<file path="config.mk">
export PLATFORM = sky130hd
export DESIGN_NAME = soc_io
export DESIGN_NICKNAME = d
export VERILOG_FILES = /design/src/rtl/soc_io_pkg.sv /design/src/rtl/soc_io_uart_tx.sv /design/src/rtl/soc_io.sv
export SDC_FILE = /design/constraint.sdc
export NUM_CORES = 1
export LEC_CHECK = 0
export CAP_MARGIN = 5
export CORE_ASPECT_RATIO = 0.6
export CORE_MARGIN = 4
export CORE_UTILIZATION = 35
export DETAILED_ROUTE_END_ITERATION = 16
export HOLD_SLACK_MARGIN = 0.05
export PLACE_DENSITY = 0.59
export SYNTH_ARGS = -nofsm -noshare
export SYNTH_HDL_FRONTEND = slang
export SYNTH_SLANG_ARGS = --single-unit
</file>
<file path="constraint.sdc">
create_clock -name clk -period 4.95 [get_ports clk]
set_input_delay 0.99 -clock clk [delete_from_list [all_inputs] [get_ports clk]]
set_output_delay 0.99 -clock clk [all_outputs]
set_load 0.02 [all_outputs]
</file>
<file path="src/rtl/soc_io_pkg.sv">
// Shared definitions for the soc_io subsystem: register offsets above the GPIO block,
// UART FSM states and the byte-lane merge helper.
package soc_io_pkg;

    // Offsets are added to NUM_GPIO to form the word address
    localparam int unsigned UART_OFS    = 0;
    localparam int unsigned TMR_CNT_OFS = 1;
    localparam int unsigned TMR_CMP_OFS = 2;
    localparam int unsigned IRQ_OFS     = 3;

    typedef enum logic [1:0] {
        UartIdle,
        UartStart,
        UartData,
        UartStop
    } uart_state_e;

    function automatic logic [31:0] apply_wmask(input logic [31:0] old_val,
                                                 input logic [31:0] new_val,
                                                 input logic [3:0]  wmask);
        logic [31:0] m;
        m = {{8{wmask[3]}}, {8{wmask[2]}}, {8{wmask[1]}}, {8{wmask[0]}}};
        return (old_val & ~m) | (new_val & m);
    endfunction

endpackage

</file>
<file path="src/rtl/soc_io_uart_tx.sv">
// 8N1 serial transmitter: start bit, 8 data bits LSB first, stop bit, CLK_DIV clocks each.
module uart_tx_8n1
    import soc_io_pkg::*;
#(
    parameter int unsigned CLK_DIV = 234
) (
    input  logic       clk,
    input  logic       rst,
    input  logic       start,
    input  logic [7:0] data,
    output logic       busy,
    output logic       tx
);

    localparam int unsigned CntW = (CLK_DIV > 1) ? $clog2(CLK_DIV) : 1;

    uart_state_e     state_q, state_d;
    logic [CntW-1:0] cnt_q, cnt_d;
    logic [2:0]      bit_q, bit_d;
    logic [7:0]      shift_q, shift_d;
    logic            tx_q, tx_d;
    logic            last;

    always_ff @(posedge clk or posedge rst) begin
        if (rst) begin
            state_q <= UartIdle;
            cnt_q   <= '0;
            bit_q   <= '0;
            shift_q <= '0;
            tx_q    <= 1'b1;
        end else begin
            state_q <= state_d;
            cnt_q   <= cnt_d;
            bit_q   <= bit_d;
            shift_q <= shift_d;
            tx_q    <= tx_d;
        end
    end

    always_comb begin
        state_d = state_q;
        cnt_d   = cnt_q;
        bit_d   = bit_q;
        shift_d = shift_q;
        tx_d    = tx_q;
        last    = (cnt_q == CntW'(CLK_DIV - 1));

        unique case (state_q)
            UartIdle: begin
                tx_d = 1'b1;
                if (start) begin
                    state_d = UartStart;
                    cnt_d   = '0;
                    shift_d = data;
                    tx_d    = 1'b0;
                end
            end
            UartStart: begin
                if (last) begin
                    state_d = UartData;
                    cnt_d   = '0;
                    bit_d   = '0;
                    tx_d    = shift_q[0];
                end else begin
                    cnt_d = cnt_q + 1'b1;
                end
            end
            UartData: begin
                if (last) begin
                    cnt_d = '0;
                    if (bit_q == 3'd7) begin
                        state_d = UartStop;
                        tx_d    = 1'b1;
                    end else begin
                        bit_d   = bit_q + 1'b1;
                        shift_d = {1'b0, shift_q[7:1]};
                        tx_d    = shift_q[1];
                    end
                end else begin
                    cnt_d = cnt_q + 1'b1;
                end
            end
            UartStop: begin
                if (last) begin
                    cnt_d = '0;
                    // A start on the final stop cycle chains frames with no idle gap
                    if (start) begin
                        state_d = UartStart;
                        shift_d = data;
                        tx_d    = 1'b0;
                    end else begin
                        state_d = UartIdle;
                        tx_d    = 1'b1;
                    end
                end else begin
                    cnt_d = cnt_q + 1'b1;
                end
            end
            default: state_d = UartIdle;
        endcase
    end

    assign busy = (state_q != UartIdle);
    assign tx   = tx_q;

endmodule

</file>
<file path="src/rtl/soc_io.sv">
// Memory-mapped IO subsystem: address decode, byte-masked GPIO registers, 8N1 UART,
// free-running timer with sticky compare interrupt, and registered readback.
module soc_io
    import soc_io_pkg::*;
#(
    parameter int unsigned NUM_GPIO = 2,
    parameter int unsigned GPIO_W   = 8,
    parameter int unsigned CLK_DIV  = 234,
    parameter int unsigned ADDR_W   = 4
) (
    input  logic                         clk,
    input  logic                         rst,
    input  logic                         io_sel,
    input  logic [ADDR_W-1:0]            addr,
    input  logic [31:0]                  wdata,
    input  logic [3:0]                   wmask,
    input  logic                         rstrb,
    output logic [31:0]                  rdata,
    output logic                         rvalid,
    output logic [NUM_GPIO*GPIO_W-1:0]   gpio_out,
    output logic                         uart_tx,
    output logic                         irq
);

    localparam logic [ADDR_W-1:0] UartAddr   = ADDR_W'(NUM_GPIO + UART_OFS);
    localparam logic [ADDR_W-1:0] TmrCntAddr = ADDR_W'(NUM_GPIO + TMR_CNT_OFS);
    localparam logic [ADDR_W-1:0] TmrCmpAddr = ADDR_W'(NUM_GPIO + TMR_CMP_OFS);
    localparam logic [ADDR_W-1:0] IrqAddr    = ADDR_W'(NUM_GPIO + IRQ_OFS);

    logic [GPIO_W-1:0] gpio_q [NUM_GPIO];
    logic [GPIO_W-1:0] gpio_d [NUM_GPIO];
    logic [31:0]       tmr_cnt_q, tmr_cnt_d;
    logic [31:0]       tmr_cmp_q, tmr_cmp_d;
    logic              match_q, match_d;
    logic [31:0]       rdata_q, rdata_d;
    logic              rvalid_q, rvalid_d;

    logic        wr_en, rd_en;
    logic        uart_start, uart_busy;
    logic [31:0] rd_word;

    assign wr_en      = io_sel && (wmask != 4'b0000);
    assign rd_en      = io_sel && rstrb;
    assign uart_start = wr_en && (addr == UartAddr) && wmask[0];

    uart_tx_8n1 #(
        .CLK_DIV (CLK_DIV)
    ) u_uart (
        .clk   (clk),
        .rst   (rst),
        .start (uart_start),
        .data  (wdata[7:0]),
        .busy  (uart_busy),
        .tx    (uart_tx)
    );

    always_ff @(posedge clk or posedge rst) begin
        if (rst) begin
            for (int i = 0; i < NUM_GPIO; i++) begin
                gpio_q[i] <= '0;
            end
            tmr_cnt_q <= '0;
            tmr_cmp_q <= 32'hFFFF_FFFF;
            match_q   <= 1'b0;
            rdata_q   <= '0;
            rvalid_q  <= 1'b0;
        end else begin
            for (int i = 0; i < NUM_GPIO; i++) begin
                gpio_q[i] <= gpio_d[i];
            end
            tmr_cnt_q <= tmr_cnt_d;
            tmr_cmp_q <= tmr_cmp_d;
            match_q   <= match_d;
            rdata_q   <= rdata_d;
            rvalid_q  <= rvalid_d;
        end
    end

    always_comb begin
        for (int i = 0; i < NUM_GPIO; i++) begin
            gpio_d[i] = gpio_q[i];
            if (wr_en && (addr == ADDR_W'(i))) begin
                gpio_d[i] = GPIO_W'(apply_wmask(32'(gpio_q[i]), wdata, wmask));
            end
        end

        // CPU write overrides the increment only on the enabled byte lanes
        tmr_cnt_d = tmr_cnt_q + 32'd1;
        if (wr_en && (addr == TmrCntAddr)) begin
            tmr_cnt_d = apply_wmask(tmr_cnt_d, wdata, wmask);
        end

        tmr_cmp_d = tmr_cmp_q;
        if (wr_en && (addr == TmrCmpAddr)) begin
            tmr_cmp_d = apply_wmask(tmr_cmp_q, wdata, wmask);
        end

        match_d = match_q;
        if (wr_en && (addr == IrqAddr) && wmask[0] && wdata[0]) begin
            match_d = 1'b0;
        end
        if (tmr_cnt_q == tmr_cmp_q) begin
            match_d = 1'b1;
        end
    end

    always_comb begin
        rd_word = '0;
        for (int i = 0; i < NUM_GPIO; i++) begin
            if (addr == ADDR_W'(i)) begin
                rd_word = 32'(gpio_q[i]);
            end
        end
        if (addr == UartAddr) begin
            rd_word = {31'b0, uart_busy};
        end else if (addr == TmrCntAddr) begin
            rd_word = tmr_cnt_q;
        end else if (addr == TmrCmpAddr) begin
            rd_word = tmr_cmp_q;
        end else if (addr == IrqAddr) begin
            rd_word = {31'b0, match_q};
        end

        rdata_d  = rdata_q;
        rvalid_d = 1'b0;
        if (rd_en) begin
            rdata_d  = rd_word;
            rvalid_d = 1'b1;
        end
    end

    for (genvar g = 0; g < NUM_GPIO; g++) begin : g_gpio_out
        assign gpio_out[g*GPIO_W +: GPIO_W] = gpio_q[g];
    end

    assign rdata  = rdata_q;
    assign rvalid = rvalid_q;
    assign irq    = match_q;

endmodule
</file>
==> results of run 1 <==
power by group:
part | switching [mW] | internal (mW)
logic | 0.404 | 0.377
clock network | 0.493 | 0.907
registers | 0.274 | 1.34
total | 1.17 | 2.63
cell families (layout without fill, tap and decap cells):
logic type | after synthesis | after routing | synth area share, %
compound gates | 135 | 135 | 12.2
mux | 59 | 59 | 9.59
fa+ha+maj | 11 | 11 | 2.02
flops | 136 | 136 | 50.6
xor+xnor | 65 | 65 | 8.36
buf+inv | 56 | 146 | 3.23
simple gates | 202 | 202 | 14.1
layer usage:
metal	global-route usage [%]	vias to the layer above	routed length [microns]
met3	4.03	14	986
met1	28.8	2622	10300
met5	0	-	0
li1	-	2501	-
met2	23.3	151	7530
met4	4.94	0	158
worst max-delay path, stage by stage:
cell and delay [ns]:
clkdlybuf4s50_1 0.74, or3b_1 0.59, nor2_2 0.38, buf_4 0.33, nand3_1 0.49, nor2_1 0.23, a21oi_1 0.06
final timing paths:
path | depth (start not counted) | end | start | slack [ns]
max | 7 | tmr_cnt_q[23]$_DFF_PP0_ | addr[2] | 1.38
min | 2 | rdata[10]$_DFFE_PP0P_ | rdata[10]$_DFFE_PP0P_ | 0.48
max reg2reg | 5 | tmr_cnt_q[18]$_DFF_PP0_ | tmr_cnt_q[2]$_DFF_PP0_ | 2.62
min reg2reg | 2 | rdata[10]$_DFFE_PP0P_ | rdata[10]$_DFFE_PP0P_ | 0.48
max in group asynchronous | 3 | rdata[25]$_DFFE_PP0P_ | rst | 3.16
min in group asynchronous | 2 | u_uart.cnt_q[5]$_DFFE_PP0P_ | rst | 0.86
metrics by stage:
step,setup WS [ns],power [mW]
4_1_cts,1.42,3.82
5_1_grt,1.17,3.98
3_5_place_dp,1.01,2.40
6_report,1.38,3.80
2_1_floorplan,0.375,2.06
3_3_place_gp,1.07,2.37
cells in the final DEF, fill, tap and decap left out, types with 3 or more instances in the layout:
master,n
o22ai_1,7
dfstp_2,33
dfrtp_1,103
and3_1,10
xnor2_1,25
nand4_1,7
ha_1,11
clkinv_4,3
clkbuf_16,17
o21ai_0,55
clkinv_2,3
a22oi_1,25
nor4_1,14
xor2_1,40
mux2_2,50
mux2i_1,9
a221oi_1,7
nor3_1,12
inv_1,14
a21oi_1,26
clkdlybuf4s50_1,94
and4_1,4
bufinv_16,5
nand3_1,20
buf_4,4
nor2_1,55
nand2_1,62
cell type report:
class / instances / area, sq um / share of cell area, %
clock buffers: 20 / 447 / 5.17
clock inverters: 12 / 199 / 2.30
inverters: 15 / 58.8 / 0.681
multi-input cells: 472 / 3160 / 36.6
flip-flops and latches: 136 / 3440 / 39.9
well taps: 266 / 333 / 3.86
repair buffers: 99 / 991 / 11.5
==> impl_metrics.py, run 1 <==
metrics = {
    "timing": {
        "final-setup-viol-count": 0,
        "slew_viol_final": 0,
        "rsz0062_at_grt": "no",
        "fin_crit_sh_pct": 72.2,
        "finalHoldViolCount": 0,
        "worst_pin_slew_ns": 0.995,
        "fin_crit_ns": 3.57,
        "clock.fmax_mhz": 280,
        "holdWs_ns": 0.480,
        "slew_headroom_pct": 33.4,
        "fin_worst_skew_ns": 0.0167,
        "setup_tns_ns": 0,
    },
    "synth": {
        "synth_area_sq_um": 6810,
        "async_flop_share_pct": 100,
        "ys_warn_count": 0,
        "synth_edf_count": 0,
        "yosysMostFrequentCell": "dfrtp_1",
        "avgSynthCellArea_sq_um": 10.3,
        "synth_cell_type_count": 49,
        "synthTopCellsByCount": "dfrtp_1 (103), nand2_1 (63), nor2_1 (56)",
        "synth_area_leaders": "dfrtp_1 (38%), dfstp_2 (13%), mux2_2 (8.3%)",
        "ys_ff_latch": 136,
        "synth_top_area_share_pct": 37.8,
        "yosysSeqAreaShare_pct": 50.6,
        "postSynthCellCount": 664,
        "synth_area_leader_cell": "dfrtp_1",
        "syn_nets": 719,
        "synth_flop_cell": "dfrtp_1",
    },
    "floorplan": {
        "fp.dieW_microns": 188,
        "ios": 95,
        "fp.dieArea_sq_um": 21800,
        "num_rows": 39,
        "core_area_sq_um": 19100,
        "initial_core_util_pct": 35.7,
        "die_y_microns": 116,
    },
    "global_route": {
        "antenna_found_initial": 0,
        "overflow": 0,
        "grt_pass1_vias": 5269,
        "grt_first_pass_wirelength_mm": 30.3,
        "grt.total_usage_pct": 17.8,
        "grt_start_max_net_pins": 119,
    },
    "drt": {
        "drt_iter0_markers": 488,
        "wirelength_mm": 18.9,
        "vias_per_cell": 5.18,
        "vias": 5288,
        "wl_per_cell_microns": 18.6,
        "dr.pass1.iters": 5,
        "antenna_left": 0,
        "drcViolationCount": 0,
    },
    "setup_path": {
        "crit_type": "in -> reg",
        "worstPathArrival_ns": 3.83,
        "crit_required_ns": 5.21,
        "cp_max_fo": 19,
        "worstSetupEndpointType": "register",
        "start_kind": "primary input",
    },
    "clock_tree": {
        "htreeDepth": 4,
        "clk_path_buf_depth": 2,
        "clk_pin_slew_worst_paths_ns": 0.06,
        "cts_hold_buf": 0,
        "cts_tree": "done",
        "post_cts_buffers": 0,
        "cts_made_buffers": 17,
        "cts_root_buffer": "clkbuf_16",
        "cts-resized-gates": 0,
        "insertion_delay_ns": 0.42,
        "cts_sinks": 136,
    },
    "flow_run": {
        "cap_violations": 0,
    },
    "cells_and_area": {
        "area_growth_pct": 26.7,
        "drive_gt1_share_pct": 16.6,
        "postLayoutCoreUtil_pct": 45.2,
        "fin_area_sq_um": 8630,
        "n_fill_cell": 1765,
        "instances_no_fill": 1020,
        "n_antenna_cell": 0,
        "nets": 796,
    },
    "run_status": {
        "outcome": "completed",
    },
    "power_and_ir_drop": {
        "ir_drop_uv": 302,
        "p_leak_nw": 3.52,
        "power_density_nw_per_um2": 440,
    },
    "place": {
        "dp.final_hpwl_mm": 14.0,
        "placed_cells": 988,
        "io_buffers": 94,
        "dpl_cell_area_sq_um": 7990,
        "gp_congestion": 0.830,
    },
    "min_path": {
        "hold_class": "reg -> reg",
    },
}
No activity file was read; power rests on OpenSTA's default activity.
==> run 2, diff against run 1 <==
- clock period: 4.95 -> 3.3 ns (I/O delays scaled with it)
==> impl_metrics.py, run 2 (synthesized netlist as in run 1, its figures left out) <==
metrics = {
    "place": {
        "placed_cells": 1000,
        "dp.final_hpwl_mm": 14.4,
        "io_buffers": 94,
        "gp_congestion": 0.813,
        "dpl_cell_area_sq_um": 8120,
        "place_ws_ns": 0.219,
    },
    "power_and_ir_drop": {
        "clkPwrFrac_pct": 34.4,
        "total_power_mw": 5.49,
        "power_density_nw_per_um2": 632,
        "p_sw_share_pct": 32.5,
        "internal_power_mw": 3.71,
        "ir_drop_uv": 392,
        "pwr-share-comb_pct": 21.7,
        "seqPwrFrac_pct": 43.9,
        "p_leak_nw": 3.53,
        "power_switching_mw": 1.79,
    },
    "timing": {
        "final-setup-viol-count": 0,
        "clock.fmax_mhz": 374,
        "fin_worst_skew_ns": 0.0125,
        "rsz0062_at_grt": "no",
        "finalHoldViolCount": 0,
        "layout_setup_ws_ns": 0.624,
        "holdWs_ns": 0.476,
        "worst_pin_slew_ns": 0.751,
        "setup_tns_ns": 0,
        "fin_crit_ns": 2.68,
        "slew_headroom_pct": 49.8,
        "fin_crit_sh_pct": 81.1,
        "slew_viol_final": 0,
    },
    "cells_and_area": {
        "nets": 808,
        "area_growth_pct": 27.7,
        "n_antenna_cell": 0,
        "drive_gt1_share_pct": 18.0,
        "mostFrequentLayoutCells": "dfrtp_1 (103), clkdlybuf4s50_1 (94), nand2_1 (62)",
        "instances_no_fill": 1032,
        "fin_area_sq_um": 8700,
        "final_common_cell": "dfrtp_1",
        "postLayoutCoreUtil_pct": 45.6,
    },
    "setup_path": {
        "crit_type": "in -> reg",
        "cpLargestDelayFamily": "simple AND/OR/NAND/NOR gates",
        "crit_buf_inv": 1,
        "worstPathArrival_ns": 2.99,
        "crit_chain": "clkdlybuf4s50_1 -> or3b_1 -> or3_4 -> or4_1 -> o22ai_1 -> nor2_1",
        "worstSetupEndpointType": "register",
        "cp_slowest_cell": "clkdlybuf4s50_1",
        "max_stage_delay_ns": 0.60,
        "start_kind": "primary input",
        "cp_max_fo": 8,
        "crit_required_ns": 3.61,
    },
    "drt": {
        "wl_per_cell_microns": 19.0,
        "drcViolationCount": 0,
        "vias": 5444,
        "wirelength_mm": 19.6,
        "antenna_left": 0,
        "dr.pass1.iters": 5,
        "drt_iter0_markers": 393,
        "vias_per_cell": 5.28,
    },
    "floorplan": {
        "ios": 95,
        "initial_core_util_pct": 35.7,
        "fp.dieW_microns": 188,
        "fp.dieArea_sq_um": 21800,
        "die_y_microns": 116,
        "num_rows": 39,
        "core_area_sq_um": 19100,
    },
    "clock_tree": {
        "cts_root_buffer": "clkbuf_16",
        "cts-resized-gates": 0,
        "clk_path_buf_depth": 2,
        "post_cts_buffers": 0,
        "cts_hold_buf": 0,
        "cts_tree": "done",
        "cts_sinks": 136,
        "htreeDepth": 4,
        "insertion_delay_ns": 0.43,
        "clk_pin_slew_worst_paths_ns": 0.06,
        "cts_made_buffers": 17,
    },
    "flow_run": {
        "cap_violations": 0,
    },
    "run_status": {
        "outcome": "completed",
    },
    "global_route": {
        "overflow": 0,
        "grt_first_pass_wirelength_mm": 31.0,
        "grt.total_usage_pct": 18.4,
        "grt_start_max_net_pins": 38,
        "grt_pass1_vias": 5384,
        "antenna_found_initial": 0,
    },
    "min_path": {
        "hold_class": "reg -> reg",
    },
}
-- run 2: changes by cell type in the layout (fill, tap and decap cells not counted), sizes merged --
| cell | previous run | this run |
|---|---|---|
| bufinv | 5 | 2 |
| clkinv | 6 | 5 |
| clkinvlp | 1 | 7 |
| clkbuf | 20 | 18 |
| buf | 5 | 17 |
-- run 2: worst paths after layout --
| path | startpoint | end | slack, ns | depth (start not counted) |
|---|---|---|---|---|
| min in group asynchronous | rst | asynchronous set/reset pin | 0.71 | 2 |
| min reg2reg | rdata[13]$_DFFE_PP0P_ | rdata[13]$_DFFE_PP0P_ | 0.48 | 2 |
| max in group asynchronous | rst | asynchronous set/reset pin | 1.86 | 3 |
| min | rdata[13]$_DFFE_PP0P_ | rdata[13]$_DFFE_PP0P_ | 0.48 | 2 |
| max reg2reg | tmr_cnt_q[2]$_DFF_PP0_ | tmr_cnt_q[18]$_DFF_PP0_ | 0.87 | 5 |
| max | addr[1] | u_uart.shift_q[2]$_DFFE_PP0P_ | 0.62 | 6 |
-- run 2: per-layer routing --
metal	part of all wire, %	GRT usage (%)	up-vias
li1	-	-	2532
met1	52	28.4	2711
met2	41	25.5	188
met3	7.0	4.88	13
met4	0.72	4.40	0
met5	0	0	-
-- run 2: area by class of cell --
cell class | count | area [sq um]
fill | 1794 | 10400
sequential | 136 | 3440
multi-input combinational | 472 | 3160
timing repair buffer | 111 | 1120
clock buffer | 18 | 429
tap | 266 | 333
clock inverter | 14 | 154
inverter | 15 | 60.1
-- run 2: power by group through the flow --
stage          Combinational, mW  Sequential, mW  Clock (mW)
2_1_floorplan              0.722            2.37           0
3_3_place_gp                1.17            2.41           0
3_5_place_dp                1.18            2.43           0
4_1_cts                     1.19            2.40        1.93
5_1_grt                     1.30            2.46        2.01
6_report                    1.19            2.41        1.89
-- run 2: tightest hold or removal path: stages (launching register included) --
cell	delay, ns
dfrtp_1	0.34
nand2_1	0.04
o21ai_0	0.06
==> run 3, diff against run 2 <==
- PLACE_DENSITY: 0.59 -> 0.61
- clock period: 3.3 -> 2.25 ns (I/O delays scaled with it)
==> impl_metrics.py, run 3 (synthesized netlist as in run 1, its figures left out) <==
metrics = {
    "run_status": {
        "outcome": "completed",
    },
    "drt": {
        "dr.pass1.iters": 5,
        "wirelength_mm": 19.3,
        "drcViolationCount": 0,
        "vias": 5509,
        "antenna_left": 0,
        "wl_per_cell_microns": 17.7,
        "vias_per_cell": 5.06,
        "drt_iter0_markers": 407,
    },
    "flow_run": {
        "cap_violations": 0,
    },
    "power_and_ir_drop": {
        "power_density_nw_per_um2": 901,
        "ir_drop_uv": 617,
        "p_leak_nw": 3.85,
    },
    "clock_tree": {
        "clk_pin_slew_worst_paths_ns": 0.07,
        "htreeDepth": 4,
        "insertion_delay_ns": 0.42,
        "cts_sinks": 136,
        "cts_root_buffer": "clkbuf_16",
        "cts-resized-gates": 0,
        "cts_made_buffers": 17,
        "cts_tree": "done",
        "post_cts_buffers": 0,
        "cts_hold_buf": 0,
        "clk_path_buf_depth": 2,
    },
    "floorplan": {
        "num_rows": 39,
        "ios": 95,
        "core_area_sq_um": 19100,
        "fp.dieArea_sq_um": 21800,
        "fp.dieW_microns": 188,
        "initial_core_util_pct": 35.7,
        "die_y_microns": 116,
    },
    "timing": {
        "slew_headroom_pct": 66.6,
        "final-setup-viol-count": 0,
        "setup_tns_ns": 0,
        "clock.fmax_mhz": 468,
        "rsz0062_at_grt": "no",
        "slew_viol_final": 0,
        "fin_worst_skew_ns": 0.0113,
        "fin_crit_ns": 2.14,
        "finalHoldViolCount": 0,
        "worst_pin_slew_ns": 0.497,
        "fin_crit_sh_pct": 95.0,
        "holdWs_ns": 0.344,
    },
    "cells_and_area": {
        "nets": 865,
        "final_common_cell": "dfrtp_1",
        "drive_gt1_share_pct": 23.8,
        "mostFrequentLayoutCells": "dfrtp_1 (103), clkdlybuf4s50_1 (94), nand2_1 (62)",
        "n_antenna_cell": 0,
        "area_growth_pct": 35.8,
    },
    "global_route": {
        "grt_first_pass_wirelength_mm": 30.3,
        "grt.total_usage_pct": 18.0,
        "antenna_found_initial": 0,
        "grt_pass1_vias": 5254,
        "overflow": 0,
        "grt_start_max_net_pins": 51,
    },
    "setup_path": {
        "crit_required_ns": 2.56,
        "worstPathArrival_ns": 2.44,
        "cp_max_fo": 8,
        "worstSetupEndpointType": "register",
        "start_kind": "primary input",
        "crit_type": "in -> reg",
    },
    "place": {
        "dp.final_hpwl_mm": 14.5,
        "gp_congestion": 0.837,
        "io_buffers": 94,
    },
    "min_path": {
        "hold_class": "in -> async",
    },
}
[run 3: final timing paths]
check                                         startpoint  slack (ns)  cells after the start                       endpoint
max reg2reg                u_uart.state_q[0]$_DFFE_PP0P_        0.30                      9  u_uart.shift_q[5]$_DFFE_PP0P_
max                                              addr[1]        0.11                      7  u_uart.shift_q[1]$_DFFE_PP0P_
min                                                  rst        0.34                      2          rdata[25]$_DFFE_PP0P_
min in group clk                   rdata[16]$_DFFE_PP0P_        0.48                      2          rdata[16]$_DFFE_PP0P_
min reg2reg                        rdata[16]$_DFFE_PP0P_        0.48                      2          rdata[16]$_DFFE_PP0P_
max in group asynchronous                            rst        1.20                      4     asynchronous set/reset pin
[run 3: cell type report]
class,count,area [sq um]
Clock buffer,17,425
Clock inverter,15,169
Fill cell,1772,9830
Inverter,15,60.1
Multi-Input combinational cell,472,3160
Sequential cell,136,3440
Tap cell,266,333
Timing Repair Buffer,168,1660
[run 3: power by group]
| group | leakage [nW] | switching [mW] | internal [mW] |
|---|---|---|---|
| clock network | 0.283 | 1.18 | 1.66 |
| registers | 1.63 | 0.447 | 2.96 |
| logic | 1.94 | 1.08 | 1.01 |
[run 3: critical path, cell delays in order]
cell,delay [ns]
clkdlybuf4s50_1,0.48
or3b_1,0.38
or3_4,0.34
or4_1,0.41
buf_4,0.18
o22ai_1,0.14
nor2_1,0.06
[run 3: stage by stage]
step                      total power, mW  instance area [sq um]  instances  setup WS (ns)  util (%)
after floorplan                      4.53                   6820        664        0.00212         -
after global placement               5.48                   8660       1057         -0.288      45.4
after detailed placement             5.50                   8660       1057         -0.311      45.4
after CTS                            8.38                   9250       1089          0.116      48.5
after global routing                 8.75                   9250       1089         0.0238      48.5
final                                8.33                   9250       1089          0.113      48.5
[run 3: routing by layer]
metal  GRT usage, %  wire length, microns  vias to the layer above
met5              0                     0                        -
met4           5.23                   251                        0
met3           3.37                  1030                       20
met2           23.1                  7330                      146
met1           29.7                 10700                     2695
li1               -                     -                     2648
